`config.mk`:
```
export PLATFORM = sky130hd
export DESIGN_NAME = if_fetch_unit
export DESIGN_NICKNAME = d
export VERILOG_FILES = /design/src/rtl/if_fetch_unit.sv
export SDC_FILE = /design/constraint.sdc
export NUM_CORES = 1
export LEC_CHECK = 0
export BUFFER_PORTS_ARGS = -buffer_cell sky130_fd_sc_hd__buf_2
export CAP_MARGIN = 20
export CORE_ASPECT_RATIO = 0.8
export CORE_MARGIN = 2
export CORE_UTILIZATION = 55
export DETAILED_ROUTE_END_ITERATION = 12
export PLACE_DENSITY = 0.81
export SYNTH_ARGS = -nofsm -noshare
export SYNTH_HDL_FRONTEND = slang
export SYNTH_SLANG_ARGS = --single-unit
```
`constraint.sdc`:
```
create_clock -name clk -period 3.25 [get_ports clk]
set_clock_uncertainty 0.1 [all_clocks]
set_input_delay 0.1625 -clock clk [delete_from_list [all_inputs] [get_ports clk]]
set_output_delay 0.1625 -clock clk [all_outputs]
set_load 0.02 [all_outputs]
```
`src/rtl/if_fetch_unit.sv`:
```
// Instruction-fetch stage: owns the PC, fetches over req/gnt/rvalid, feeds {pc+4, instr} downstream.
// Optional build macro IF_STALL_COUNT_EN adds a saturating stall_cycles counter output.
module if_fetch_unit #(
  parameter logic [31:0] RESET_PC = 32'h0000_0000
) (
  input  logic        clk,
  input  logic        rst,
  input  logic        freeze,
  input  logic        branch_taken,
  input  logic [31:0] branch_addr,
  output logic        imem_req,
  output logic [31:0] imem_addr,
  input  logic        imem_gnt,
  input  logic        imem_rvalid,
  input  logic [31:0] imem_rdata,
  output logic [31:0] pc,
  output logic [31:0] instruction,
  output logic        valid
`ifdef IF_STALL_COUNT_EN
  ,
  output logic [31:0] stall_cycles
`endif
);

  localparam int unsigned XLEN = 32;

  localparam logic [2:0] ST_IDLE  = 3'd0;
  localparam logic [2:0] ST_FETCH = 3'd1;
  localparam logic [2:0] ST_WAIT  = 3'd2;
  localparam logic [2:0] ST_HOLD  = 3'd3;
  localparam logic [2:0] ST_KILL  = 3'd4;

  logic [2:0]      state, state_nxt;
  logic [XLEN-1:0] pc_reg, pc_reg_nxt;
  logic [XLEN-1:0] buf_pc, buf_pc_nxt;
  logic [XLEN-1:0] buf_instr, buf_instr_nxt;
  logic [XLEN-1:0] pc_nxt, instruction_nxt;
  logic            valid_nxt;
  logic            deliver;
  logic [XLEN-1:0] deliver_pc, deliver_instr;
  logic [XLEN-1:0] pc_inc, target;

  assign pc_inc    = pc_reg + XLEN'(4);
  assign target    = branch_addr & ~XLEN'(3);
  assign imem_req  = (state == ST_FETCH);
  assign imem_addr = pc_reg;

  // Next-state, PC and output-register selection; branch wins over freeze and rvalid.
  always_comb begin
    state_nxt       = state;
    pc_reg_nxt      = pc_reg;
    buf_pc_nxt      = buf_pc;
    buf_instr_nxt   = buf_instr;
    deliver         = 1'b0;
    deliver_pc      = pc_inc;
    deliver_instr   = imem_rdata;
    pc_nxt          = pc;
    instruction_nxt = instruction;
    valid_nxt       = valid;

    case (state)
      ST_IDLE: begin
        state_nxt = ST_FETCH;
        if (branch_taken) pc_reg_nxt = target;
      end
      ST_FETCH: begin
        if (branch_taken) begin
          pc_reg_nxt = target;
          state_nxt  = imem_gnt ? ST_KILL : ST_FETCH;
        end else if (imem_gnt) begin
          state_nxt = ST_WAIT;
        end
      end
      ST_WAIT: begin
        if (branch_taken) begin
          pc_reg_nxt = target;
          state_nxt  = imem_rvalid ? ST_FETCH : ST_KILL;
        end else if (imem_rvalid) begin
          pc_reg_nxt = pc_inc;
          if (freeze) begin
            buf_pc_nxt    = pc_inc;
            buf_instr_nxt = imem_rdata;
            state_nxt     = ST_HOLD;
          end else begin
            deliver   = 1'b1;
            state_nxt = ST_FETCH;
          end
        end
      end
      ST_KILL: begin
        if (branch_taken) pc_reg_nxt = target;
        // The squashed response still has to drain before a new request may issue.
        if (imem_rvalid) state_nxt = ST_FETCH;
      end
      ST_HOLD: begin
        if (branch_taken) begin
          pc_reg_nxt = target;
          state_nxt  = ST_FETCH;
        end else if (!freeze) begin
          deliver       = 1'b1;
          deliver_pc    = buf_pc;
          deliver_instr = buf_instr;
          state_nxt     = ST_FETCH;
        end
      end
      default: state_nxt = ST_IDLE;
    endcase

    if (branch_taken || (!freeze && !deliver)) begin
      pc_nxt          = '0;
      instruction_nxt = '0;
      valid_nxt       = 1'b0;
    end else if (deliver) begin
      pc_nxt          = deliver_pc;
      instruction_nxt = deliver_instr;
      valid_nxt       = 1'b1;
    end
  end

  // State, PC, hold buffer and downstream-facing registers.
  always_ff @(posedge clk or negedge rst) begin
    if (!rst) begin
      state       <= ST_IDLE;
      pc_reg      <= RESET_PC;
      buf_pc      <= '0;
      buf_instr   <= '0;
      pc          <= '0;
      instruction <= '0;
      valid       <= 1'b0;
    end else begin
      state       <= state_nxt;
      pc_reg      <= pc_reg_nxt;
      buf_pc      <= buf_pc_nxt;
      buf_instr   <= buf_instr_nxt;
      pc          <= pc_nxt;
      instruction <= instruction_nxt;
      valid       <= valid_nxt;
    end
  end

`ifdef IF_STALL_COUNT_EN
  logic stall_evt;
  assign stall_evt = ((state == ST_FETCH) || (state == ST_WAIT) || (state == ST_KILL))
                     && !freeze && !deliver;

  // Saturating count of cycles the stage could have delivered but did not.
  always_ff @(posedge clk or negedge rst) begin
    if (!rst) begin
      stall_cycles <= '0;
    end else if (stall_evt && (stall_cycles != '1)) begin
      stall_cycles <= stall_cycles + XLEN'(1);
    end
  end
`endif

endmodule
```
==> results.cfg <==
[outcome]
status = completed

[clock_tree]
clock_sinks = 162
cts_root_buf = clkbuf_16
cts_buffer_depth = 2
cts_tree = built
clkLatencyLatePin_ns = 0.42
numCtsBuffers = 17
clk_pin_slew_ns = 0.06
htreeDepth = 4
post-cts-setup-buffer-count = 0
cts_resized = 0

[synth]
avgSynthCellArea_um2 = 10.07
synth_fa_ha_area_share_pct = 0.1618
yosys_warnings = 0
syn_area_mm2 = 0.007732
synth_seq_area_share_pct = 52.43
synth_compound_area_share_pct = 16.67
ys_ff_latch = 162
synth-simple-area-share_pct = 14.29
muxShareOfSynthArea_pct = 9.628
async_reset_ff_share_pct = 100.0
synthFlopType = dfrtp_1
synth_edf_count = 0
ys_types = 57
synth_cells = 768
synth_top_family_by_area = compound AO/OA/AOI/OAI gates
synth_xor_xnor_area_share_pct = 2.718

[final_layout]
diodes = 0
final_util_pct = 72.01
num-nets-final = 1040
area_delta_synth_final_pct = 27.07
fill_cells = 1029
drive_above_1_share_pct = 26.81

[worst_setup_path]
critPathMaxFanout = 10
setup.worst_path.end_class = flop
crit_arrival_ns = 2.97
startpoint_type = flop
criticalPathCategory = reg2reg
worst_ep_required_time_ns = 3.44

[floorplanning]
core-area_mm2 = 0.01365
initial_utilization_pct = 56.67
rows = 38
die_h_um = 110.1
die_w_um = 136.6
dieArea_mm2 = 0.01503
io_pins = 168

[grt]
grt_pass1_wl_um = 32090
antenna_found_initial = 0
grtUsageTotal_pct = 27.82
grt-ovfl-total = 0
grt_pass1_vias = 6418
grt_max_degree = 74

[pwr]
p_switching_mw = 2.864
vdd_drop_max_uv = 470.9
p_sw_share_pct = 38.41
intPower_mw = 4.593
p_leak_nw = 4.510
seqPwrFrac_pct = 43.9
p_comb_share_pct = 31.5
clkPwrFrac_pct = 24.5
power_density_mw_per_mm2 = 759.0
power_mw = 7.457

[timing]
final-max-slew-violation-count = 0
rsz0062_at_grt = no
worstMarginPinSlew_ns = 0.8054
period_minus_slack_ns = 2.778
relSlewSlack_pct = 46.18
finalSetupTns_ns = 0
final_hold_viol_count = 0
post-route-period-util_pct = 85.47
fmax_mhz = 360.0
setup_violations = 0

[route]
firstDrtPassIters = 5
num_vias = 6637
first_iter_violations = 495
drc = 0
wl_um = 20440
antenna_left = 0
routedWlPerCell_um = 17.61
via_per_inst = 5.717

[placed_design]
dp_hpwl_um = 13210
place.gp.congestion = 0.8671
port_buffers = 163

[job]
maxCapViolations = 0

[worst_hold_path]
hp-class = in2reg
## through the flow
step	cells	setup WS [ns]	instance area, um^2	hold WS (ns)
6_report	1161	0.4722	9826	0.01681
2_1_floorplan	769	0.7699	7736	-0.2331
3_3_place_gp	1072	0.5735	8710	0.07184
5_1_grt	1161	0.3773	9826	0.04139
3_5_place_dp	1072	0.5222	8710	0.06849
4_1_cts	1161	0.4993	9826	0.004583
## layout by cell type (no fill, tap or decap), types with 3 or more instances in the layout
master         instances
nor4_1                 4
a21oi_1               27
clkinvlp_4             5
mux2_2                35
nor2_4                 3
o21a_1                 8
nor2b_1                4
nand4_1               11
clkbuf_16             17
dlygate4sd3_1         58
clkinv_4               4
a22o_1                 4
o211ai_1               5
nor3_1                14
nand3_1               20
inv_1                 10
nor2_1                26
a22oi_1               10
or4_1                  4
dfrtp_1              162
a21o_1                 7
o22a_1                 9
or2_2                  3
nand2_1              119
o21ai_0              102
a31oi_1               10
xor2_1                12
buf_2                162
nor3b_1                3
o22ai_1               13
a2bb2oi_1             10
xnor2_1               12
mux2i_1               35
buf_4                 15
## worst max-delay path, stage by stage, from the launching register on
cell     delay (ns)
dfrtp_1        0.51
ha_1           0.37
inv_1          0.13
or4_4          0.57
or4_4          0.57
xnor2_1        0.28
o21ai_0        0.12
## what timing repair did
action	in CTS	in global routing
setup endpoints to repair	0	0
hold buffers	58	0
hold endpoints to repair	143	0
## cell type report
cell class	instances	area (um^2)	share of cell area (%)
clock buffers	18	429.2	4.368
clock inverters	13	106.4	1.082
inverters	10	37.54	0.3820
multi-input cells	540	3418	34.79
flip-flops and latches	162	4054	41.26
well taps	180	225.2	2.292
repair buffers	238	1555	15.83
## routing by layer
layer	track usage, %	wire length (um)	up-vias
li1	-	-	3147
met1	37.03	8834	3225
met2	44.25	9731	228
met3	7.545	1391	37
met4	9.970	486	0
met5	0	0	-
## power groups by stage
stage	clock [mW]	combinational [mW]	sequential, mW
after floorplan	0	1.43	3.35
after global placement	0	2.21	3.25
after detailed placement	0	2.27	3.29
after CTS	1.86	2.33	3.26
after global routing	1.96	2.58	3.36
final	1.83	2.35	3.28
## Yosys cell counts (all sizes together) (2+ instances only)
| cell type | count | area share (%) |
|---|---|---|
| nand2 | 119 | 5.8 |
| nand4 | 14 | 1.6 |
| clkbuf | 35 | 1.8 |
| nand3 | 21 | 1.4 |
| nor2 | 29 | 1.4 |
| a31oi | 10 | 0.81 |
| a21oi | 28 | 1.9 |
| or2 | 3 | 0.24 |
| nor2b | 4 | 0.32 |
| xnor2 | 12 | 1.4 |
| a2bb2oi | 10 | 1.1 |
| or3 | 2 | 0.18 |
| a22o | 4 | 0.45 |
| buf | 22 | 1.8 |
| nor4 | 5 | 0.49 |
| o221ai | 2 | 0.23 |
| dfrtp | 162 | 52 |
| o22a | 9 | 1.0 |
| a22oi | 10 | 0.97 |
| xor2 | 12 | 1.4 |
| or4 | 6 | 0.68 |
| inv | 10 | 0.49 |
| nor3 | 14 | 0.91 |
| nor3b | 3 | 0.29 |
| mux2i | 35 | 4.5 |
| o21ai | 102 | 6.6 |
| o211ai | 5 | 0.49 |
| and4 | 3 | 0.36 |
| o22ai | 13 | 1.1 |
| and2 | 2 | 0.16 |
| mux2 | 35 | 5.1 |
| o21a | 8 | 0.78 |
| and3 | 2 | 0.16 |
| a21o | 7 | 0.68 |
## cell families (layout without fill, tap and decap cells)
logic type	after synthesis	count (layout)
and+or+nand+nor	230	230
AOI/OAI and AO/OA	213	213
DFF	162	162
muxes	70	70
buffers and inverters	67	279
xor gates and xnor gates	24	24
adders and majority gates	1	1
other	1	2
## final timing paths
check                      cells after the start    startpoint  slack, ns        endpoint
setup / recovery                               6  imem_addr[2]       0.47          pc[22]
hold / removal                                 4   imem_rvalid       0.02        state[0]
setup reg to reg                               6  imem_addr[2]       0.47          pc[22]
hold reg to reg                                2        pc[18]       0.36          pc[18]
max in group asynchronous                      3           rst       2.02  instruction[2]
min in group asynchronous                      2           rst       0.17   imem_addr[13]
Power figures use the tool's default switching activity.
